$ cat config.mk
export PLATFORM = sky130hd
export DESIGN_NAME = m_muldiv_unit
export DESIGN_NICKNAME = d
export VERILOG_FILES = /design/src/rtl/m_muldiv_pkg.sv /design/src/rtl/m_muldiv_mul_pipe.sv /design/src/rtl/m_muldiv_unit.sv
export SDC_FILE = /design/constraint.sdc
export NUM_CORES = 2
export LEC_CHECK = 0
export CORE_ASPECT_RATIO = 0.75
export CORE_MARGIN = 4
export CORE_UTILIZATION = 60
export DETAILED_ROUTE_END_ITERATION = 12
export HOLD_SLACK_MARGIN = 0.02
export PLACE_DENSITY = 0.8
export SLEW_MARGIN = 5
export SYNTH_ARGS = -nofsm -noshare
export SYNTH_HDL_FRONTEND = slang
export SYNTH_SLANG_ARGS = --single-unit
$ cat constraint.sdc
create_clock -name clk -period 9.5 [get_ports clk]
set_input_delay 0.95 -clock clk [delete_from_list [all_inputs] [get_ports clk]]
set_output_delay 0.95 -clock clk [all_outputs]
set_load 0.005 [all_outputs]
$ cat src/rtl/m_muldiv_pkg.sv
// Shared types and op-decode helpers for the RISC-V M-extension multiply/divide unit.
// No logic state; latency and backpressure are defined by m_muldiv_unit.
package m_muldiv_pkg;

  typedef enum logic [2:0] {
    OP_MUL    = 3'd0,
    OP_MULH   = 3'd1,
    OP_MULHSU = 3'd2,
    OP_MULHU  = 3'd3,
    OP_DIV    = 3'd4,
    OP_DIVU   = 3'd5,
    OP_REM    = 3'd6,
    OP_REMU   = 3'd7
  } m_op_e;

  typedef enum logic [2:0] {
    ST_IDLE,
    ST_MUL,
    ST_DIV,
    ST_FIX,
    ST_DONE
  } state_e;

  function automatic logic is_signed_a(m_op_e op);
    return op inside {OP_MULH, OP_MULHSU, OP_DIV, OP_REM};
  endfunction

  function automatic logic is_signed_b(m_op_e op);
    return op inside {OP_MULH, OP_DIV, OP_REM};
  endfunction

  function automatic logic is_div(m_op_e op);
    return op inside {OP_DIV, OP_DIVU, OP_REM, OP_REMU};
  endfunction

  function automatic logic is_rem(m_op_e op);
    return op inside {OP_REM, OP_REMU};
  endfunction

  // Iteration counter width for an XLEN-bit divide.
  function automatic int div_cnt_w(int xlen);
    return $clog2(xlen + 1);
  endfunction

endpackage

$ cat src/rtl/m_muldiv_mul_pipe.sv
// Signed WxW multiplier with STAGES output registers, product truncated to PW bits.
// Latency STAGES cycles while i_en is high; i_en low freezes every stage (holds the result).
module m_mul_pipe #(
  parameter int W      = 33,
  parameter int PW     = 64,
  parameter int STAGES = 2
) (
  input  logic          clk,
  input  logic          i_reset,
  input  logic          i_en,
  input  logic [W-1:0]  i_a,
  input  logic [W-1:0]  i_b,
  output logic [PW-1:0] o_p
);

  logic [PW-1:0] w_a_x;
  logic [PW-1:0] w_b_x;
  logic [PW-1:0] r_pipe [STAGES];

  // Sign-extending to PW first makes the truncated unsigned product equal the signed one.
  assign w_a_x = {{(PW-W){i_a[W-1]}}, i_a};
  assign w_b_x = {{(PW-W){i_b[W-1]}}, i_b};

  always_ff @(posedge clk) begin
    if (i_reset) begin
      for (int i = 0; i < STAGES; i++) r_pipe[i] <= '0;
    end else if (i_en) begin
      r_pipe[0] <= w_a_x * w_b_x;
      for (int i = 1; i < STAGES; i++) r_pipe[i] <= r_pipe[i-1];
    end
  end

  assign o_p = r_pipe[STAGES-1];

endmodule

$ cat src/rtl/m_muldiv_unit.sv
// RISC-V M-extension mul/div unit: MUL* MUL_STAGES+1, DIV* XLEN+2, div-by-zero/overflow 1 cycle.
// One request in flight; in_ready only in IDLE, result held stable until out_ready.
module m_muldiv_unit
  import m_muldiv_pkg::*;
#(
  parameter int XLEN       = 32,
  parameter int MUL_STAGES = 2,
  parameter int TAG_W      = 5
) (
  input  logic             clk,
  input  logic             reset,
  input  logic             in_valid,
  output logic             in_ready,
  input  m_op_e            in_op,
  input  logic [XLEN-1:0]  in_rs1,
  input  logic [XLEN-1:0]  in_rs2,
  input  logic [TAG_W-1:0] in_tag,
  input  logic             flush,
  output logic             out_valid,
  input  logic             out_ready,
  output logic [XLEN-1:0]  out_result,
  output logic [TAG_W-1:0] out_tag,
  output logic             busy
);

  localparam int CNT_W = div_cnt_w(XLEN);
  localparam logic [XLEN-1:0] MOST_NEG = {1'b1, {(XLEN-1){1'b0}}};

  state_e            r_state, w_next;
  m_op_e             r_op;
  logic [TAG_W-1:0]  r_tag;
  logic              r_a_neg, r_b_neg;
  logic [XLEN-1:0]   r_r, r_z, r_res;
  logic [2*XLEN-2:0] r_d;
  logic [CNT_W-1:0]  r_cnt;

  logic              w_accept, w_div0, w_ovf, w_ge, w_pipe_en;
  logic [XLEN:0]     w_a_ext, w_b_ext;
  logic [XLEN-1:0]   w_abs_a, w_abs_b, w_special, w_mul_res, w_q_fix, w_r_fix;
  logic [2*XLEN-1:0] w_prod;

  assign in_ready   = (r_state == ST_IDLE) && !reset;
  assign w_accept   = in_valid && in_ready && !flush;
  assign busy       = (r_state != ST_IDLE);
  assign out_valid  = (r_state == ST_DONE);
  assign out_result = r_res;
  assign out_tag    = r_tag;

  assign w_a_ext   = {is_signed_a(in_op) & in_rs1[XLEN-1], in_rs1};
  assign w_b_ext   = {is_signed_b(in_op) & in_rs2[XLEN-1], in_rs2};
  assign w_abs_a   = (is_signed_a(in_op) && in_rs1[XLEN-1]) ? -in_rs1 : in_rs1;
  assign w_abs_b   = (is_signed_b(in_op) && in_rs2[XLEN-1]) ? -in_rs2 : in_rs2;
  assign w_div0    = (in_rs2 == '0);
  assign w_ovf     = is_signed_a(in_op) && (in_rs1 == MOST_NEG) && (in_rs2 == '1);
  assign w_special = w_div0 ? (is_rem(in_op) ? in_rs1 : '1)
                            : (is_rem(in_op) ? '0 : in_rs1);

  // Multiplier takes operands straight from the request so the product lands on time.
  assign w_pipe_en = w_accept || (r_state == ST_MUL);

  m_mul_pipe #(
    .W      (XLEN + 1),
    .PW     (2 * XLEN),
    .STAGES (MUL_STAGES)
  ) u_mul_pipe (
    .clk     (clk),
    .i_reset (reset),
    .i_en    (w_pipe_en),
    .i_a     (w_a_ext),
    .i_b     (w_b_ext),
    .o_p     (w_prod)
  );

  assign w_mul_res = (r_op == OP_MUL) ? w_prod[XLEN-1:0] : w_prod[2*XLEN-1:XLEN];
  assign w_ge      = ({{(XLEN-1){1'b0}}, r_r} >= r_d);
  assign w_q_fix   = (is_signed_a(r_op) && (r_a_neg ^ r_b_neg)) ? -r_z : r_z;
  assign w_r_fix   = (is_signed_a(r_op) && r_a_neg) ? -r_r : r_r;

  always_comb begin
    w_next = r_state;
    case (r_state)
      ST_IDLE: if (w_accept) begin
        if (!is_div(in_op))      w_next = ST_MUL;
        else if (w_div0 || w_ovf) w_next = ST_DONE;
        else                     w_next = ST_DIV;
      end
      ST_MUL:  if (r_cnt == CNT_W'(MUL_STAGES - 1)) w_next = ST_DONE;
      ST_DIV:  if (r_cnt == CNT_W'(XLEN - 1)) w_next = ST_FIX;
      ST_FIX:  w_next = ST_DONE;
      ST_DONE: if (out_ready) w_next = ST_IDLE;
      default: w_next = ST_IDLE;
    endcase
    if (flush) w_next = ST_IDLE;
  end

  always_ff @(posedge clk) begin
    if (reset) begin
      r_state <= ST_IDLE;
      r_op    <= OP_MUL;
      r_tag   <= '0;
      r_a_neg <= 1'b0;
      r_b_neg <= 1'b0;
      r_r     <= '0;
      r_d     <= '0;
      r_z     <= '0;
      r_res   <= '0;
      r_cnt   <= '0;
    end else begin
      r_state <= w_next;
      case (r_state)
        ST_IDLE: if (w_accept) begin
          r_op    <= in_op;
          r_tag   <= in_tag;
          r_a_neg <= in_rs1[XLEN-1];
          r_b_neg <= in_rs2[XLEN-1];
          r_r     <= w_abs_a;
          r_d     <= {w_abs_b, {(XLEN-1){1'b0}}};
          r_z     <= '0;
          r_cnt   <= '0;
          if (w_next == ST_DONE) r_res <= w_special;
        end
        ST_MUL: begin
          r_cnt <= r_cnt + CNT_W'(1);
          if (w_next == ST_DONE) r_res <= w_mul_res;
        end
        ST_DIV: begin
          r_cnt <= r_cnt + CNT_W'(1);
          if (w_ge) r_r <= r_r - r_d[XLEN-1:0];
          r_z <= {r_z[XLEN-2:0], w_ge};
          r_d <= r_d >> 1;
        end
        ST_FIX: if (w_next == ST_DONE) r_res <= is_rem(r_op) ? w_r_fix : w_q_fix;
        default: ;
      endcase
    end
  end

  a_op_known: assert property (@(posedge clk) disable iff (reset)
    (in_valid && in_ready) |-> !$isunknown(in_op));

endmodule
==> out/qor.yml <==
run:
  drv_cap: 0
placement:
  gp_congestion: 0.988
  port_buffers: 116
  pre_cts_slack_ns: -0.185
  dp_hpwl_mm: 137
logic_synthesis:
  async_flop_share: 0
  ys_ff_latch: 306
  ys_seq_area_frac: 0.134
  synth_edf_count: 128
  ys.flop_type: "dfxtp_1"
  ys_warn_count: 0
  netlist.area_leader.share: 0.407
  synth.most_common_cell: "inv_1"
  synth.area.top_cells: "fa_1 41%, inv_1 8.4%, nand2_1 7.0%, edfxtp_1 6.9%, dfxtp_1 6.4%"
  synth_nets: 7786
  syn_area_per_cell_um2: 8.74
  yosysTopAreaCell: "fa_1"
  syn_inst: 6332
  synth.cell_area_um2: 55300
  synth_common_cells: "1,233 x inv_1, 1,126 x fa_1, 1,027 x nand2_1, 391 x and2_1, 317 x a21oi_1"
  ys_types: 75
clock_tree:
  hold_buffers: 0
  cts_tree: "done"
  cts_buffers: 30
  clk-insertion-delay-late_ns: 0.60
  clock_sinks: 306
  ctsLongestPathBuffers: 3
  post_cts_buffers: 0
  postCtsResizedCells: 0
  htree_levels: 1
  root_buffer: "clkbuf_16"
  clk_pin_slew_worst_paths_ns: 0.06
floorplan:
  core_um2: 91500
  dieHeight_um: 271
  initial_utilization: 0.605
  ios: 117
  die_w_um: 359
  die_area_um2: 97200
  rows: 96
critical_path:
  r2r-end: "r_r[11]$_SDFFE_PP0P_"
  slowest_delay_ns: 0.58
  worst_setup_path_end_kind: "flip-flop"
  critPathLaunchType: "input port"
  critPathRequiredTime_ns: 9.83
  r2r-start: "r_state[1]$_SDFF_PP0_"
  cp_slowest_cell: "fa_1"
  crit_arrival_ns: 9.43
  worst-r2r-setup-slack_ns: 5.01
  worst_r2r_path_depth: 9
  critPathKind: "input port to flip-flop"
  path_max_fanout: 8
  worst_path_most_repeated_cell: "fa_1"
global_route:
  grt-ovfl-total: 0
  antenna_found_initial: 17
  grt_max_degree: 92
  grt_pass1_wl_mm: 271
  grt_usage: 0.361
  grt_pass1_vias: 47100
routing:
  wl_mm: 171
  routed-via-count: 45500
  first_pass_iters: 6
  routedWlPerCell_um: 22.4
  drt_iter0_drc: 5367
  routed_via_density: 5.94
  drc: 0
  antenna_left: 0
cells_and_area:
  multiInputGateArea_um2: 41800
  synthToLayoutAreaGrowth_pct: 8.86
  seq_area_um2: 7410
  nNetsFinal: 7858
  final_layout_size_suffix_gt1_frac: 0.0674
  fillers: 7359
hold_path:
  hold-path-endpoint: "out_tag[0]$_SDFFE_PP0P_"
  hp-start: "out_tag[0]$_SDFFE_PP0P_"
  min-delay-path-class: "flip-flop to flip-flop"
  hold_depth: 2
timing:
  finClkSkew_ns: 0.0247
  hold_slack_ns: 0.456
  fin_ws_ns: 0.394
  rsz0062_at_grt: "no"
  relSlewSlack: 0.231
  slew_violations: 0
  finalHoldViolCount: 0
  max_slew.worst_pin.slew_ns: 1.14
  finalSetupViolCount: 0
  min_period_ns: 9.11
  fmax_mhz: 110
  finalCritPeriodShare: 0.958
outcome:
  outcome: "finished clean"
[area by class of cell]
class / instances / share of cell area
Multi-Input combinational cell: 4386 / 0.694
Sequential cell: 306 / 0.123
Inverter: 1233 / 0.0768
Timing Repair Buffer: 447 / 0.0638
Tap cell: 1225 / 0.0254
Clock buffer: 39 / 0.0137
Clock inverter: 15 / 0.00260
Antenna cell: 11 / 0.000457
[how the worst max path moves through the flow]
stage,start,endpoint,slack (ns),depth (start not counted)
after floorplan,in_op[2],u_mul_pipe.r_pipe[0][61]$_SDFFCE_PN0P_,0.04,35
after global placement,in_op[2],u_mul_pipe.r_pipe[0][60]$_SDFFCE_PN0P_,0.02,33
after detailed placement,in_op[2],u_mul_pipe.r_pipe[0][61]$_SDFFCE_PN0P_,-0.18,32
after CTS,in_op[2],u_mul_pipe.r_pipe[0][62]$_SDFFCE_PN0P_,0.40,33
after global routing,in_op[2],u_mul_pipe.r_pipe[0][58]$_SDFFCE_PN0P_,0.03,34
final,in_op[2],u_mul_pipe.r_pipe[0][62]$_SDFFCE_PN0P_,0.39,33
[sequential cells by signal (all words and copies together) (netlist names), 3 cells and up]
register	cells
u_mul_pipe.r_pipe	128
r_d	63
out_result	32
r_r	32
r_z	32
r_cnt	6
out_tag	5
r_op	3
r_state	3
[kinds of logic after synthesis]
group / after synthesis / synth area share
AOI/OAI and AO/OA: 756 / 0.0846
xor gates and xnor gates: 199 / 0.0315
buffers and inverters: 1640 / 0.112
DFF: 306 / 0.134
muxes: 22 / 0.00398
and+or+nand+nor: 2032 / 0.170
adders and majority gates: 1377 / 0.464
[stage by stage]
stage,setup TNS (ns),cell area [um2],utilization,instances
after global routing,0,60200,0.658,7660
after global placement,0,59200,0.647,7597
after CTS,0,60200,0.658,7651
after floorplan,0,55300,-,6332
final,0,60300,0.658,7662
after detailed placement,-0.853,59200,0.647,7597
[layer usage]
layer,track usage,wire [um],vias to the layer above,part of all wire
met1,0.532,68000,22700,0.40
met2,0.525,72900,2845,0.43
li1,-,-,19500,-
met4,0.123,7010,6,0.041
met5,0,41,-,0.00024
met3,0.0896,23400,448,0.14
[worst max-delay path: cells and delay by family]
| family | cells | cell delay [ns] |
|---|---|---|
| adders and majority gates | 9 | 4.35 |
| AOI/OAI and AO/OA | 6 | 1.42 |
| buffers and inverters | 11 | 1.37 |
| and+or+nand+nor | 5 | 1.04 |
| xor gates and xnor gates | 1 | 0.17 |
| muxes | 1 | 0.12 |
[cells in the final DEF (no fill, tap or decap), drive strengths merged, types with 14 or more instances in the layout]
cell and instances:
inv 1233, fa 1126, nand2 1027, and2 392, buf 342, a21oi 317
ha 251, nor2 246, dfxtp 178, edfxtp 128, xnor2 117, nand3 105
clkdlybuf4s50 103, o21ai 92, xor2 82, nor3 79, o211ai 67, a21o 49
a211oi 42, clkbuf 41, a31oi 34, a22oi 33, nor4 32, nand4 29
and3 27, or3 26, nand2b 23, mux2i 22, o21a 18, o22ai 15
nor2b 15, o21bai 14, o31ai 14
Power is not shown: default switching activity piles up to over one toggle a cycle in this logic, so the estimate is an artifact.
